$ cat src/rtl/seven_segment_pkg.sv
// Shared types and the hex glyph table for the seven-segment display mux.
// Segments are active-low, a..g on bits 0..6.
package seven_segment_pkg;

    typedef logic [6:0] seg_t;

    localparam seg_t SEG_OFF = 7'h7F;

    function automatic seg_t hex_to_seg(input logic [3:0] nib);
        seg_t s;
        unique case (nib)
            4'h0: s = 7'h40;
            4'h1: s = 7'h79;
            4'h2: s = 7'h24;
            4'h3: s = 7'h30;
            4'h4: s = 7'h19;
            4'h5: s = 7'h12;
            4'h6: s = 7'h02;
            4'h7: s = 7'h78;
            4'h8: s = 7'h00;
            4'h9: s = 7'h10;
            4'hA: s = 7'h08;
            4'hB: s = 7'h03;
            4'hC: s = 7'h46;
            4'hD: s = 7'h21;
            4'hE: s = 7'h06;
            4'hF: s = 7'h0E;
        endcase
        return s;
    endfunction

endpackage

$ cat src/rtl/digit_scan_timer.sv
// Per-digit slot counter and digit index for the display scan.
// Ports: clk, rst_n; index (current digit), slot_start (counter == 0),
// frame_wrap (high in the cycle whose edge wraps the index to 0).
module digit_scan_timer #(
    parameter int NUM_DIGITS   = 4,
    parameter int DIGIT_PERIOD = 100000,
    localparam int IW = (NUM_DIGITS > 1) ? $clog2(NUM_DIGITS) : 1,
    localparam int CW = $clog2(DIGIT_PERIOD)
) (
    input  logic          clk,
    input  logic          rst_n,
    output logic [IW-1:0] index,
    output logic          slot_start,
    output logic          frame_wrap
);

    logic [CW-1:0] r_cnt;
    logic [IW-1:0] r_idx;
    logic          w_last_cyc;
    logic          w_last_dig;

    assign w_last_cyc = (r_cnt == CW'(DIGIT_PERIOD - 1));
    assign w_last_dig = (r_idx == IW'(NUM_DIGITS - 1));

    always_ff @(posedge clk or negedge rst_n) begin
        if (!rst_n) begin
            r_cnt <= '0;
            r_idx <= '0;
        end else if (w_last_cyc) begin
            r_cnt <= '0;
            r_idx <= w_last_dig ? '0 : r_idx + 1'b1;
        end else begin
            r_cnt <= r_cnt + 1'b1;
        end
    end

    assign index      = r_idx;
    assign slot_start = (r_cnt == '0);
    assign frame_wrap = w_last_cyc & w_last_dig;

endmodule

$ cat src/rtl/seven_segment_mux.sv
// Multiplexed seven-segment driver with frame-synchronous display update.
// Ports: clk, rst_n, data/dp_in/blank/load in; anode, segment, dp,
// update_pending out (all display outputs active-low).
// Option: SEVEN_SEGMENT_LEADING_ZERO_BLANK_EN blanks leading zero digits.
module seven_segment_mux
    import seven_segment_pkg::*;
#(
    parameter int NUM_DIGITS   = 4,
    parameter int DIGIT_PERIOD = 100000
) (
    input  logic                    clk,
    input  logic                    rst_n,
    input  logic [4*NUM_DIGITS-1:0] data,
    input  logic [NUM_DIGITS-1:0]   dp_in,
    input  logic [NUM_DIGITS-1:0]   blank,
    input  logic                    load,
    output logic [NUM_DIGITS-1:0]   anode,
    output logic [6:0]              segment,
    output logic                    dp,
    output logic                    update_pending
);

    localparam int IW = (NUM_DIGITS > 1) ? $clog2(NUM_DIGITS) : 1;

    if (NUM_DIGITS < 1 || NUM_DIGITS > 8) begin : g_bad_digits
        $error("NUM_DIGITS must be 1..8");
    end
    if (DIGIT_PERIOD < 2) begin : g_bad_period
        $error("DIGIT_PERIOD must be >= 2");
    end

    logic [IW-1:0] w_idx;
    logic          w_slot_start;
    logic          w_frame_wrap;

    digit_scan_timer #(
        .NUM_DIGITS  (NUM_DIGITS),
        .DIGIT_PERIOD(DIGIT_PERIOD)
    ) u_timer (
        .clk       (clk),
        .rst_n     (rst_n),
        .index     (w_idx),
        .slot_start(w_slot_start),
        .frame_wrap(w_frame_wrap)
    );

    logic [4*NUM_DIGITS-1:0] r_pend_data, r_disp_data;
    logic [NUM_DIGITS-1:0]   r_pend_dp, r_disp_dp;
    logic [NUM_DIGITS-1:0]   r_pend_blank, r_disp_blank;
    logic                    r_pending;

    // A load landing on the frame boundary bypasses pending entirely.
    always_ff @(posedge clk or negedge rst_n) begin
        if (!rst_n) begin
            r_pend_data  <= '0;
            r_pend_dp    <= '0;
            r_pend_blank <= '0;
            r_disp_data  <= '0;
            r_disp_dp    <= '0;
            r_disp_blank <= '0;
            r_pending    <= 1'b0;
        end else if (load && w_frame_wrap) begin
            r_disp_data  <= data;
            r_disp_dp    <= dp_in;
            r_disp_blank <= blank;
            r_pending    <= 1'b0;
        end else if (load) begin
            r_pend_data  <= data;
            r_pend_dp    <= dp_in;
            r_pend_blank <= blank;
            r_pending    <= 1'b1;
        end else if (w_frame_wrap && r_pending) begin
            r_disp_data  <= r_pend_data;
            r_disp_dp    <= r_pend_dp;
            r_disp_blank <= r_pend_blank;
            r_pending    <= 1'b0;
        end
    end

    logic [NUM_DIGITS-1:0] w_zblank;

`ifdef SEVEN_SEGMENT_LEADING_ZERO_BLANK_EN
    logic w_run;
    // Walk down from the top digit while nibbles stay zero; digit 0 never.
    always_comb begin
        w_zblank = '0;
        w_run    = 1'b1;
        for (int k = NUM_DIGITS - 1; k >= 1; k--) begin
            w_run       = w_run && (r_disp_data[4*k +: 4] == 4'h0);
            w_zblank[k] = w_run;
        end
    end
`else
    assign w_zblank = '0;
`endif

    logic [3:0]            w_nib;
    logic                  w_dp_sel;
    logic                  w_blk_sel;
    logic                  w_zb_sel;
    logic [NUM_DIGITS-1:0] w_anode;

    always_comb begin
        w_nib     = 4'h0;
        w_dp_sel  = 1'b0;
        w_blk_sel = 1'b0;
        w_zb_sel  = 1'b0;
        w_anode   = '1;
        for (int k = 0; k < NUM_DIGITS; k++) begin
            if (w_idx == IW'(k)) begin
                w_nib      = r_disp_data[4*k +: 4];
                w_dp_sel   = r_disp_dp[k];
                w_blk_sel  = r_disp_blank[k];
                w_zb_sel   = w_zblank[k];
                w_anode[k] = 1'b0;
            end
        end
    end

    logic [NUM_DIGITS-1:0] r_anode;
    seg_t                  r_seg;
    logic                  r_dp;

    always_ff @(posedge clk or negedge rst_n) begin
        if (!rst_n) begin
            r_anode <= '1;
            r_seg   <= SEG_OFF;
            r_dp    <= 1'b1;
        end else if (w_slot_start) begin
            r_anode <= '1;
            r_seg   <= SEG_OFF;
            r_dp    <= 1'b1;
        end else begin
            r_anode <= w_anode;
            if (w_blk_sel) begin
                r_seg <= SEG_OFF;
                r_dp  <= 1'b1;
            end else if (w_zb_sel) begin
                r_seg <= SEG_OFF;
                r_dp  <= ~w_dp_sel;
            end else begin
                r_seg <= hex_to_seg(w_nib);
                r_dp  <= ~w_dp_sel;
            end
        end
    end

    assign anode          = r_anode;
    assign segment        = r_seg;
    assign dp             = r_dp;
    assign update_pending = r_pending;

endmodule

$ cat config.mk
export PLATFORM = sky130hd
export DESIGN_NAME = seven_segment_mux
export DESIGN_NICKNAME = d
export VERILOG_FILES = /design/src/rtl/seven_segment_pkg.sv /design/src/rtl/digit_scan_timer.sv /design/src/rtl/seven_segment_mux.sv
export SDC_FILE = /design/constraint.sdc
export NUM_CORES = 1
export LEC_CHECK = 0
export CAP_MARGIN = 40
export CORE_MARGIN = 5
export CORE_UTILIZATION = 51
export DETAILED_ROUTE_END_ITERATION = 10
export PLACE_DENSITY = 0.81
export SYNTH_ARGS = -nofsm -noshare
export SYNTH_HDL_FRONTEND = slang
export SYNTH_SLANG_ARGS = --single-unit
export TNS_END_PERCENT = 50
$ cat constraint.sdc
create_clock -name clk -period 2.2 [get_ports clk]
set_input_delay 0.33 -clock clk [delete_from_list [all_inputs] [get_ports clk]]
set_output_delay 0.33 -clock clk [all_outputs]
set_load 0.02 [all_outputs]
==> metrics.md <==
| Metric | Value |
|---|---|
| Status | finished with violations |
| Number of global-route vias before repair | 3116 |
| RSZ-0062 raised after global routing | true |
| Asr flop ratio synth | 1.00 |
| EDFF count, synth | 0 |
| Initial detailed-routing violation count | 429 |
| Chip height | around 98 um |
| Min-delay worst type | in -> async |
| Seq/Total Area, Yosys | 0.515 |
| Num CTS Buffers | 9 |
| Core Util, Final | 0.655 |
| Met2 wire length | 4740 um |
| Worst R2R Start | u_timer.r_cnt[12] |
| Global-route wire length before repair | 15700 um |
| Post-Place Cells | 508 |
| Top cell type by total area after synthesis | dfrtp_1 |
| Cell area after synthesis | 0.00392 mm^2 |
| Detailed Place HPWL | 6380 um |
| Clock latency on the worst-skew pair | approximately 360 ps |
| Routed vias | 3167 |
| Final Hold Vio Count | 0 |
| Data arrival time of the worst path | 2450 ps |
| DRC viols | 0 |
| Starting Density | 0.515 |
| Ranking of synthesized cells by area | dfrtp_1 (43%), dfstp_2 (8.0%), mux2_4 (7.7%), o22ai_1 (7.7%), a21oi_1 (4.1%) |
| Worst vdd ir | roughly 330 uV |
| Met1 WL | 4220 um |
| Routed wl met3 | around 520 um |
| 1st-pass router iterations | 8 |
| RR Endpoint | r_pend_data[13] |
| Final Setup Violations | 7 |
| Clk buf depth | 2 |
| Most common cell in the netlist | dfrtp_1 |
| Fillcell total | ~550 |
| Layout Cells excl Fill | 530 |
| Leakage | 2.20 nW |
| Setup ws final | -6.25 ps |
| DR vias/cell | 5.98 |
| Buffers on Ports | 39 |
| Antenna violations before repair | 0 |
| R2R Setup Slk | -6 ps |
| Commonest cells post-synth | dfrtp_1 (68), o22ai_1 (48), a21oi_1 (32) |
| Synth cell types | ~50 |
| Period minus WS final | between 2000 and 2500 ps |
| Ys flop type | dfrtp_1 |
| Root Buffer | clkbuf_8 |
| Largest net degree at the start of global routing | 42 |
| Layout area overhead | 27.2% |
| Row cnt | 32 |
| Boundary Pins | 40 |
| ANT cells | 0 |
| Max-Cap Viols | 0 |
| Crit path kind | reg -> reg |
| Routed wire length | slightly below 10000 um |
| Reg2Reg Depth | 6 |
| Final setup skew | 8.74 ps |
| Fin crit share | 1.00 |
| Synth Instances | 347 |
| All-Layer GR Usage | 0.204 |
| Share of layout cells above drive strength 1 | 0.287 |
| Synthesized area per cell | approximately 11 um^2 |
| Fin. max-slew vios | 0 |
| Placer Congestion | 0.893 |
| Yosys synthesis warning count | 0 |
| CTS tree | done |
| Die area | 0.00953 mm^2 |
| Clk slew on worst S/H paths | 80 ps |
| Synthesized flop and latch total | 80 |
| Max Freq | 453 MHz |
| Worst Tran Pin Value | 535 ps |
| Violated checks | setup timing |
| Top sig layer | met4 |
| Post-synth net total | 386 |
| Total gr overflow | 0 |
| H-Tree Depth | 3 |
| Yosys top cell area share | 0.434 |
| CP Data Required Time | about 2400 ps |
| CP max FO | 7 |
| Antenna Nets Post-Route | 0 |
| Die W | 97.6 um |
| FF/Latch Area | 0.00202 mm^2 |
| Post-layout nets | between 400 and 500 |
| Worst setup SP type | flop |
| Power per cell area | 551 mW/mm^2 |
| Clock sinks | 80 |
| Routed len/inst | 18.1 um |
| Multi-input logic area | 0.00184 mm^2 |
| Crit end category | flop |
| Slew margin rel. | 0.640 |
| Core area | between 0.007 and 0.008 mm^2 |
[worst max-delay path: stages, from the launching register on]
cell     delay [ps]
dfrtp_1         380
or4_4           580
nor4_4          310
and2_4          200
or2b_4          160
buf_8           150
mux2_4          310
[what timing repair did]
| item | 4_1_cts | 5_1_grt |
|---|---|---|
| setup endpoints to repair | 22 | 36 |
| cloned | 1 | 0 |
| pin swaps | 1 | 3 |
| hold buffers | 1 | 0 |
| hold endpoints to repair | 33 | 0 |
| gates resized for setup | 8 | 26 |
| setup buffers | 0 | 4 |
[worst max path at each step]
stage | start | endpoint | slack, ps | cells past startpoint
2_1_floorplan | u_timer.r_cnt[8] | r_pend_blank[3] | -100 | 8
3_3_place_gp | u_timer.r_cnt[8] | r_pend_data[4] | 6 | 6
3_5_place_dp | u_timer.index[0] | segment[3] | -40 | 10
4_1_cts | u_timer.index[1] | segment[0] | 8 | 10
5_1_grt | u_timer.r_cnt[12] | u_timer.index[1] | -90 | 5
6_report | u_timer.r_cnt[12] | r_pend_data[13] | -6 | 6
[kinds of logic after synthesis]
group / count (synthesis) / synth area share
adder cells (fa/ha/maj): 12 / 0.0383
XOR/XNOR: 14 / 0.0313
AO/OA/AOI/OAI: 104 / 0.163
AND/OR/NAND/NOR: 81 / 0.118
multiplexers: 26 / 0.0936
flip-flops: 80 / 0.515
buffers and inverters: 30 / 0.0406
[area by class of cell]
class / instances / area share
flip-flops and latches: 80 / 0.405
multi-input cells: 237 / 0.370
repair buffers: 83 / 0.154
well taps: 102 / 0.0256
clock buffers: 9 / 0.0249
clock inverters: 7 / 0.0110
inverters: 12 / 0.00904
[metrics by stage]
stage          cell area, um^2  setup WS [ps]  setup TNS (ps)  hold WS (ps)  total power, W
3_5_place_dp              4630          -44.3            -224           342         0.00176
5_1_grt                   4980          -87.9           -1560           535         0.00286
4_1_cts                   4860           7.74               0           500         0.00276
6_report                  4980          -6.25           -19.9           483         0.00275
3_3_place_gp              4630           5.68               0           340         0.00176
2_1_floorplan             3930          -99.5           -2060          34.4         0.00166
[state kept, by name (all words and copies together), names as in the netlist]
signal / cells
anode: 4
segment: 7
r_disp_blank: 4
dp: 1
update_pending: 1
r_pend_blank: 4
r_pend_dp: 4
r_disp_data: 16
r_disp_dp: 4
u_timer.r_cnt: 17
r_pend_data: 16
u_timer.index: 2
[per-layer routing]
layer,GRT usage,up-vias
li1,-,1449
met1,0.280,1580
met2,0.327,122
met3,0.0345,16
met4,0.0671,0
met5,0,-
[cell usage in the layout, fill, tap and decap left out, types with 3 or more instances in the layout]
| cell | netlist | layout |
|---|---|---|
| mux2_4 | 20 | 24 |
| xor2_1 | 5 | 5 |
| nor2_1 | 16 | 15 |
| nand4_1 | 6 | 6 |
| clkdlybuf4s50_1 | 0 | 38 |
| ha_1 | 12 | 8 |
| nand2_1 | 18 | 18 |
| nand3_1 | 8 | 8 |
| a21oi_1 | 32 | 30 |
| buf_4 | 1 | 38 |
| nor2b_1 | 5 | 4 |
| ha_2 | 0 | 3 |
| inv_1 | 12 | 10 |
| clkbuf_8 | 0 | 9 |
| xnor2_1 | 9 | 9 |
| o22ai_1 | 48 | 46 |
| nand4b_1 | 3 | 3 |
| dfstp_2 | 12 | 12 |
| o21ai_0 | 9 | 9 |
| o221ai_1 | 4 | 4 |
| dfrtp_1 | 68 | 67 |
[where the power goes]
part / internal [W] / switching (W)
Clock: 0.000423 / 0.000572
Sequential: 0.00151 / 0.0000285
Combinational: 0.000128 / 0.0000812
Total: 0.00207 / 0.000682
No activity file was read; power rests on OpenSTA's default activity.
